<file path="config.mk">
export PLATFORM = sky130hd
export DESIGN_NAME = spi_slave_gen
export DESIGN_NICKNAME = d
export VERILOG_FILES = /design/src/rtl/spi_slave_gen.sv
export SDC_FILE = /design/constraint.sdc
export NUM_CORES = 1
export LEC_CHECK = 0
export CORE_ASPECT_RATIO = 0.6
export CORE_MARGIN = 8
export CORE_UTILIZATION = 43
export DETAILED_ROUTE_END_ITERATION = 6
export GPL_ROUTABILITY_DRIVEN = 0
export PLACE_DENSITY = 0.74
export RECOVER_POWER = 25
export SKIP_CTS_REPAIR_TIMING = 1
export SLEW_MARGIN = 40
export SYNTH_ARGS = -nofsm -noshare
export SYNTH_HDL_FRONTEND = slang
export SYNTH_SLANG_ARGS = --single-unit
</file>
<file path="constraint.sdc">
create_clock -name clk -period 1.3 [get_ports clk]
set_input_delay 0.26 -clock clk [delete_from_list [all_inputs] [get_ports clk]]
set_output_delay 0.26 -clock clk [all_outputs]
set_load 0.1 [all_outputs]
</file>
<file path="src/rtl/spi_slave_gen.sv">
// SPI slave with parameterised mode, bit order and word width; back-to-back words while cs stays low.
// Define SPI_SLAVE_GEN_MISO_EN to build the miso transmit shifter; otherwise miso is tied low.
module spi_slave_gen #(
  parameter int DATA_W    = 12,
  parameter int CPOL      = 0,
  parameter int CPHA      = 0,
  parameter int LSB_FIRST = 1
) (
  input  logic              clk,
  input  logic              rst,
  input  logic              sclk,
  input  logic              cs,
  input  logic              mosi,
  input  logic [DATA_W-1:0] tx_data,
  output logic              miso,
  output logic [DATA_W-1:0] dout,
  output logic              done,
  output logic              busy,
  output logic              err
);

  localparam int               CNT_W          = $clog2(DATA_W);
  localparam logic [CNT_W-1:0] LAST_BIT       = CNT_W'(DATA_W - 1);
  localparam logic             SCLK_IDLE      = (CPOL != 0) ? 1'b1 : 1'b0;
  localparam logic             SAMPLE_ON_RISE = (CPOL == CPHA) ? 1'b1 : 1'b0;

  typedef enum logic [0:0] {
    IDLE  = 1'b0,
    SHIFT = 1'b1
  } state_t;

  logic sclk_meta_r, sclk_sync_r, sclk_prev_r;
  logic cs_meta_r, cs_sync_r;
  logic mosi_meta_r, mosi_sync_r;
  logic sclk_rise_s, sclk_fall_s, sample_s, shift_s;

  state_t            state_r, state_nx;
  logic [CNT_W-1:0]  cnt_r, cnt_nx;
  logic [DATA_W-1:0] rx_r, rx_nx, rx_shift_s;
  logic [DATA_W-1:0] dout_r, dout_nx;
  logic              done_r, done_nx;
  logic              err_r, err_nx;
  logic              busy_r;

  function automatic logic [DATA_W-1:0] shift_in(input logic [DATA_W-1:0] word,
                                                 input logic bit_in);
    if (LSB_FIRST != 0) begin
      shift_in = {bit_in, word[DATA_W-1:1]};
    end else begin
      shift_in = {word[DATA_W-2:0], bit_in};
    end
  endfunction

  // Two-flop synchronizers, plus one extra sclk stage for edge detection
  always_ff @(posedge clk) begin
    if (rst) begin
      sclk_meta_r <= SCLK_IDLE;
      sclk_sync_r <= SCLK_IDLE;
      sclk_prev_r <= SCLK_IDLE;
      cs_meta_r   <= 1'b1;
      cs_sync_r   <= 1'b1;
      mosi_meta_r <= 1'b0;
      mosi_sync_r <= 1'b0;
    end else begin
      sclk_meta_r <= sclk;
      sclk_sync_r <= sclk_meta_r;
      sclk_prev_r <= sclk_sync_r;
      cs_meta_r   <= cs;
      cs_sync_r   <= cs_meta_r;
      mosi_meta_r <= mosi;
      mosi_sync_r <= mosi_meta_r;
    end
  end

  assign sclk_rise_s = sclk_sync_r & ~sclk_prev_r;
  assign sclk_fall_s = ~sclk_sync_r & sclk_prev_r;
  assign sample_s    = SAMPLE_ON_RISE ? sclk_rise_s : sclk_fall_s;
  assign shift_s     = SAMPLE_ON_RISE ? sclk_fall_s : sclk_rise_s;
  assign rx_shift_s  = shift_in(rx_r, mosi_sync_r);

  // Next-state and receive-path logic; cs deassertion beats a simultaneous sample edge
  always_comb begin
    state_nx = state_r;
    cnt_nx   = cnt_r;
    rx_nx    = rx_r;
    dout_nx  = dout_r;
    done_nx  = 1'b0;
    err_nx   = 1'b0;
    case (state_r)
      IDLE: begin
        if (!cs_sync_r) begin
          state_nx = SHIFT;
          cnt_nx   = {CNT_W{1'b0}};
          rx_nx    = {DATA_W{1'b0}};
        end else begin
          state_nx = IDLE;
        end
      end
      SHIFT: begin
        if (cs_sync_r) begin
          state_nx = IDLE;
          cnt_nx   = {CNT_W{1'b0}};
          rx_nx    = {DATA_W{1'b0}};
          if (cnt_r != {CNT_W{1'b0}}) begin
            err_nx = 1'b1;
          end else begin
            err_nx = 1'b0;
          end
        end else if (sample_s) begin
          rx_nx = rx_shift_s;
          if (cnt_r == LAST_BIT) begin
            dout_nx = rx_shift_s;
            done_nx = 1'b1;
            cnt_nx  = {CNT_W{1'b0}};
          end else begin
            cnt_nx = cnt_r + 1'b1;
          end
        end else begin
          state_nx = SHIFT;
        end
      end
      default: begin
        state_nx = IDLE;
        cnt_nx   = {CNT_W{1'b0}};
      end
    endcase
  end

  // Receive-side state register and registered outputs
  always_ff @(posedge clk) begin
    if (rst) begin
      state_r <= IDLE;
      cnt_r   <= {CNT_W{1'b0}};
      rx_r    <= {DATA_W{1'b0}};
      dout_r  <= {DATA_W{1'b0}};
      done_r  <= 1'b0;
      err_r   <= 1'b0;
      busy_r  <= 1'b0;
    end else begin
      state_r <= state_nx;
      cnt_r   <= cnt_nx;
      rx_r    <= rx_nx;
      dout_r  <= dout_nx;
      done_r  <= done_nx;
      err_r   <= err_nx;
      busy_r  <= (state_nx == SHIFT);
    end
  end

  assign dout = dout_r;
  assign done = done_r;
  assign err  = err_r;
  assign busy = busy_r;

`ifdef SPI_SLAVE_GEN_MISO_EN
  logic [DATA_W-1:0] tx_r, tx_nx;
  logic              miso_r, miso_nx;

  function automatic logic first_bit(input logic [DATA_W-1:0] word);
    if (LSB_FIRST != 0) begin
      first_bit = word[0];
    end else begin
      first_bit = word[DATA_W-1];
    end
  endfunction

  function automatic logic [DATA_W-1:0] shift_out(input logic [DATA_W-1:0] word);
    if (LSB_FIRST != 0) begin
      shift_out = {1'b0, word[DATA_W-1:1]};
    end else begin
      shift_out = {word[DATA_W-2:0], 1'b0};
    end
  endfunction

  // Transmit shifter: CPHA=0 presents the first bit as soon as the frame opens
  always_comb begin
    tx_nx   = tx_r;
    miso_nx = miso_r;
    case (state_r)
      IDLE: begin
        if (!cs_sync_r) begin
          if (CPHA == 0) begin
            miso_nx = first_bit(tx_data);
            tx_nx   = shift_out(tx_data);
          end else begin
            miso_nx = 1'b0;
            tx_nx   = tx_data;
          end
        end else begin
          miso_nx = 1'b0;
        end
      end
      SHIFT: begin
        if (cs_sync_r) begin
          miso_nx = 1'b0;
          tx_nx   = {DATA_W{1'b0}};
        end else if (sample_s && (cnt_r == LAST_BIT)) begin
          tx_nx = tx_data;
        end else if (shift_s) begin
          miso_nx = first_bit(tx_r);
          tx_nx   = shift_out(tx_r);
        end else begin
          tx_nx = tx_r;
        end
      end
      default: begin
        miso_nx = 1'b0;
        tx_nx   = {DATA_W{1'b0}};
      end
    endcase
  end

  // Transmit register and registered miso
  always_ff @(posedge clk) begin
    if (rst) begin
      tx_r   <= {DATA_W{1'b0}};
      miso_r <= 1'b0;
    end else begin
      tx_r   <= tx_nx;
      miso_r <= miso_nx;
    end
  end

  assign miso = miso_r;
`else
  logic unused_s;
  assign unused_s = ^{tx_data, shift_s};
  assign miso     = 1'b0;
`endif

endmodule
</file>
Yosys cells after proc, flatten, opt, wreduce, memory -nomap -nowiden
Index checks and enable logic that the tools add are counted.
{ "totals": {"in_bits": 17, "reg_bits": 38, "output_inout_bits": 16} }
{ "classes": {"eq_ne": 3, "reduce_logical": 5, "bitwise_logic": 5, "n_addsub": 1, "muxes": 12} }
{ "op_table": {"columns": ["op", "count"], "rows": [
  ["$mux W12", 3],
  ["$pmux W12 S2", 1],
  ["$mux W4", 4],
  ["$pmux W4 S2", 1],
  ["$add A4 B1 Y4 const B", 1],
  ["$eq A4 B4 Y1 const B", 1],
  ["$not A1 Y1", 4],
  ["$reduce_and A4 Y1", 1],
  ["$reduce_bool A4 Y1", 1],
  ["$reduce_or A4 Y1", 1],
  ["$mux W1", 3],
  ["$ne A3 B3 Y1 const B", 1],
  ["$reduce_or A3 Y1", 1],
  ["$ne A2 B2 Y1 const B", 1],
  ["$reduce_and A2 Y1", 1],
  ["$and A1 B1 Y1", 1]
]} }

Longest topological paths before layout
{ "depth": {"depth_word": 5, "depth_mapped": 6, "depth_no_buf": 5} }

Worst setup path after synthesis
OpenSTA, ideal clock, no wires.
{ "synth_path": {"path_type": "reg-to-reg", "startpoint": "reg busy (netlist name)", "endpoint": "reg dout_r[10], in the netlist dout[10]", "stages_incl_launch_ff": 7, "period_less_slack_ps": 2125, "path_slack_ps": -825, "path_buffers": 2, "arrival_ps": 2007, "required_ps": 1182, "cell_sequence": "dfxtp_1 and4bb_4 and4b_1 buf_4 buf_12 mux2i_1 nor2_1"} }
{ "synth_rtl": {"columns": ["element", "line", "text"], "rows": [
  ["end signal: assignment", "135", "dout_r <= {DATA_W{1'b0}};"],
  ["end signal: assignment", "143", "dout_r <= dout_nx;"],
  ["end: declaration", "40", "logic [DATA_W-1:0] dout_r, dout_nx;"]
]} }

Final worst setup path
{ "layout_path": {"startpoint": "reg cs_sync_r", "endpoint": "reg dout_r[1], in the netlist dout[1]"} }
{ "layout_between": {"elab_chain_cells": 2} }
{ "layout_rtl": {"columns": ["element", "line", "text"], "rows": [
  ["start: declaration", "33", "logic cs_meta_r, cs_sync_r;"],
  ["start signal: assignment", "69", "cs_sync_r <= cs_meta_r;"],
  ["$not A1 Y1 (no source line)", null, null],
  ["$reduce_and A4 Y1 (no source line)", null, null]
]} }
No other way between the ends.
A chain may end at the register's enable or synchronous reset.

==> flow_results.org <==
** Timing
- Summed over all failing endpoints, the final setup total negative slack is -1990 ps.
- Of the available clock period, the critical path in the final layout requires 115%.
- Number of max-slew violations in the final report :: 0
- On the final layout, the worst hold slack is 411 ps.
- The worst path in the final design needs a cycle of 1490 ps, including I/O delays and setup.
- Setup repair after global routing missed its margin :: true
- The final hold violation count is 0.
- Setup violation total in the final timing report :: 14
- Final Skew :: 4.45 ps
- In the post-route analysis, the smallest setup slack over all paths is -193 ps.
- Based on the critical path, the design can be clocked at up to 670 MHz.

** Yosys
- Summed over all instances, the cell type with the most area after synthesis is sky130_fd_sc_hd__dfxtp_1.
- For this run, the leading register cell type out of synthesis is sky130_fd_sc_hd__dfxtp_1.
- The netlist uses 27 different library cells.
- In this run, synthesis inferred 0 flip-flops with an integrated enable.
- Yosys instantiated no cell more often than sky130_fd_sc_hd__dfxtp_1.
- Yosys printed 0 warnings.
- In this run the cell area of the synthesized design comes to 1340 µm².
- In this run, synthesis produced a sequential element count of 37.
- Avg Synthesized Cell Area :: 10.2 µm²
- Most numerous cell types in the synthesized netlist :: 37 x sky130_fd_sc_hd__dfxtp_1, 27 x sky130_fd_sc_hd__nor2_1, 12 x sky130_fd_sc_hd__a22oi_1, 12 x sky130_fd_sc_hd__mux2i_1, 7 x sky130_fd_sc_hd__nor2b_1
- Cells taking the most area after synthesis :: sky130_fd_sc_hd__dfxtp_1 55%, sky130_fd_sc_hd__mux2i_1 9.0%, sky130_fd_sc_hd__nor2_1 7.6%
- The share of synthesized area in the top cell type comes to 55.3%.
- For this run, the register share of the synthesized area comes to 55.3%.
- Synthesis produced a netlist with a net count of 151.
- In the synthesized netlist the async set-or-reset flop fraction comes to 0%.
- Gate count after technology mapping :: 132

** Placement
- Count of buffers inserted at the top-level ports :: 19
- Post-DP HPWL :: 1940 µm

** Clock tree
- Clock slew at the register clock pins of the worst setup and hold paths :: 70 ps
- Clock Sinks :: 37
- H-tree depth :: 2
- In this run the clock root is driven by a sky130_fd_sc_hd__clkbuf_8.
- Counting the buffers created by CTS gives 5.
- TritonCTS built the clock tree.
- For the worst-skew pair, the clock arrives at the later sink with an insertion delay of 290 ps.
- Counting along the longest clock path gives a buffer depth of 2.

** Floorplanning
- During I/O placement, the number of pins put on the boundary was 33.
- The initial utilization of the core area, before any placement, comes to 45.8%.
- Area of the core :: 2930 µm²
- Row generation in the floorplan step produced 15 rows.
- Die Y :: 59.2 µm
- Die X :: 88.1 µm
- The floorplan step defined a die boundary enclosing 5220 µm².

** Power and ir drop
- Register share of total power :: 50.2%
- Total chip power :: 2280 µW
- Cell internal power was estimated by the tool at 1810 µW.
- Across the VDD grid, the largest voltage drop is 0.000653 V.
- In this run, the combinational gates consume 4.5% of the power.
- Net switching is 20.7% of the power.
- Net switching power :: 473 µW
- Summed over all cells, the static leakage comes to 0.000730 µW.
- Pwr/cell area :: 1160 nW/µm²
- Of the total power, the clock network draws 45.4%.

** Global routing
- The number of antenna violations at the first check in global routing came to 0.
- Routing layer with the top usage in global route :: met2
- Global Route met1 Usage :: 12.1%
- For this run, global-route usage on met2 was measured as 16.6%.
- For this run the aggregate overflow at the end of global routing stands at 0.
- The number of global-route vias before repair came to 928.
- Entering global routing, the biggest net connects 27 pins.
- Global-route usage over all layers :: 11.0%
- Global Route met3 Usage :: 5.53%
- The first global-routing pass estimated 4350 µm of wire.

** Setup path
- CP cell instances :: and4bb_4 > and4b_2 > clkbuf_16 > mux2i_1 > nor2_1
- In this run the worst path has a maximum fanout of 6.
- Delay of the slowest cell on the worst path :: 350 ps
- STA classifies the critical path startpoint as a flop.
- Data required time of the critical path :: 1490 ps
- Worst EP arrival :: 1680 ps
- For this design, the slowest cell found on the critical path is sky130_fd_sc_hd__dfxtp_4.
- The worst setup path is of the reg -> reg kind.
- The worst setup path is captured at a flop.

** Drt
- Remaining routing DRC violations :: 0
- Vias post-DR :: 1011
- Final wirelength :: 2910 µm
- Drt wl/cell :: 14.2 µm
- The count of nets left with antenna violations once routing finished came out at 0.
- The first routing iteration left 71 violations.
- The first detailed-routing pass took 4 iterations.
- Post-DR vias/cell :: 4.96

** Finish
- Compared with the post-synthesis result, the final layout area differs by 46.7%.
- For this run, the post-layout net count is 180.
- At the end of the flow the core is filled with cells to 67.1%.
- The number of antenna diodes in the final layout is 0.
- Fraction of final layout cells with drive strength greater than 1 :: 27.2%

** Hold path
- The worst hold path belongs to the class reg -> reg.

** Status
- Result of the run :: finished, violations left
- Violations in the final reports :: negative setup slack

** Flow run
- Number of maximum-capacitance violations :: 0
[final cells by class]
class | count | area, µm²
flip-flops and latches | 37 | 748
well taps | 42 | 52.6
multi-input cells | 84 | 553
inverters | 2 | 7.51
fillers | 234 | 962
repair buffers | 31 | 485
clock inverters | 2 | 36.3
clock buffers | 6 | 82.6
[per-layer routing]
layer / routed length [µm] / share of wire, % / vias up
li1: - / - / 502
met1: 1290 / 44 / 480
met2: 1370 / 47 / 23
met3: 194 / 6.7 / 6
met4: 53 / 1.8 / 0
met5: 0 / 0 / -
[placed cells by master (no fill, tap or decap), types with 2 or more instances in the layout]
master / Yosys / routed
sky130_fd_sc_hd__nor2_1: 27 / 27
sky130_fd_sc_hd__nand2_1: 5 / 5
sky130_fd_sc_hd__dfxtp_1: 37 / 35
sky130_fd_sc_hd__inv_1: 2 / 2
sky130_fd_sc_hd__nand2b_4: 0 / 2
sky130_fd_sc_hd__a22oi_1: 12 / 12
sky130_fd_sc_hd__nor2b_1: 7 / 7
sky130_fd_sc_hd__buf_4: 3 / 8
sky130_fd_sc_hd__clkdlybuf4s50_1: 0 / 4
sky130_fd_sc_hd__ha_1: 2 / 2
sky130_fd_sc_hd__dfxtp_4: 0 / 2
sky130_fd_sc_hd__a21oi_1: 3 / 3
sky130_fd_sc_hd__mux2i_1: 12 / 12
sky130_fd_sc_hd__buf_12: 1 / 18
sky130_fd_sc_hd__or2_2: 2 / 2
sky130_fd_sc_hd__clkbuf_8: 0 / 6
[final timing paths]
kind | startpoint | endpoint | slack, ps | cells after the start
worst max-delay path | cs_sync_r$_SDFF_PP1_ | dout[1]$_SDFFE_PP0P_ | -190 | 5
worst min-delay path | cs_meta_r$_SDFF_PP1_ | cs_sync_r$_SDFF_PP1_ | 410 | 1
worst max register to register | cs_sync_r$_SDFF_PP1_ | dout[1]$_SDFFE_PP0P_ | -190 | 5
worst min register to register | cs_meta_r$_SDFF_PP1_ | cs_sync_r$_SDFF_PP1_ | 410 | 1
[sequential cells by signal, indices dropped and copies added (netlist names)]
register and flops:
mosi_meta_r 1, sclk_sync_r 1, busy 1, rx_r 11, done 1, sclk_prev_r 1
dout 12, cs_sync_r 1, sclk_meta_r 1, cs_meta_r 1, err 1, cnt_r 4
mosi_sync_r 1
[worst max-delay path, delay by kind of cell (launching register included)]
kind,cells,cell delay [ps]
buf+inv,1,180
flops,1,350
mux,1,200
simple gates,3,670
[logic make-up after synthesis]
group	after synthesis	synth area share (%)
AND/OR/NAND/NOR	50	18.5
adder cells (fa/ha/maj)	2	1.87
other	1	0.280
buffers and inverters	11	5.51
AO/OA/AOI/OAI	19	9.62
flip-flops	37	55.3
multiplexers	12	8.96
[through the flow]
| stage | std cells | worst slack (ps) | instance area (µm²) |
|---|---|---|---|
| 3_3_place_gp | 194 | -85.4 | 1790 |
| 4_1_cts | 202 | -156 | 1910 |
| 5_1_grt | 204 | -203 | 1970 |
| 3_5_place_dp | 194 | -134 | 1790 |
| 6_report | 204 | -193 | 1970 |
| 2_1_floorplan | 132 | -307 | 1350 |
[power by group through the flow]
stage               registers [µW]  clock network, µW  logic [µW]
finish                        1140               1040         102
global route                  1150               1110         108
CTS                           1150               1060        93.5
detailed placement            1170                  0        93.6
global placement              1170                  0        90.7
floorplan                     1180                  0        51.8
No activity file was read; power rests on OpenSTA's default activity.
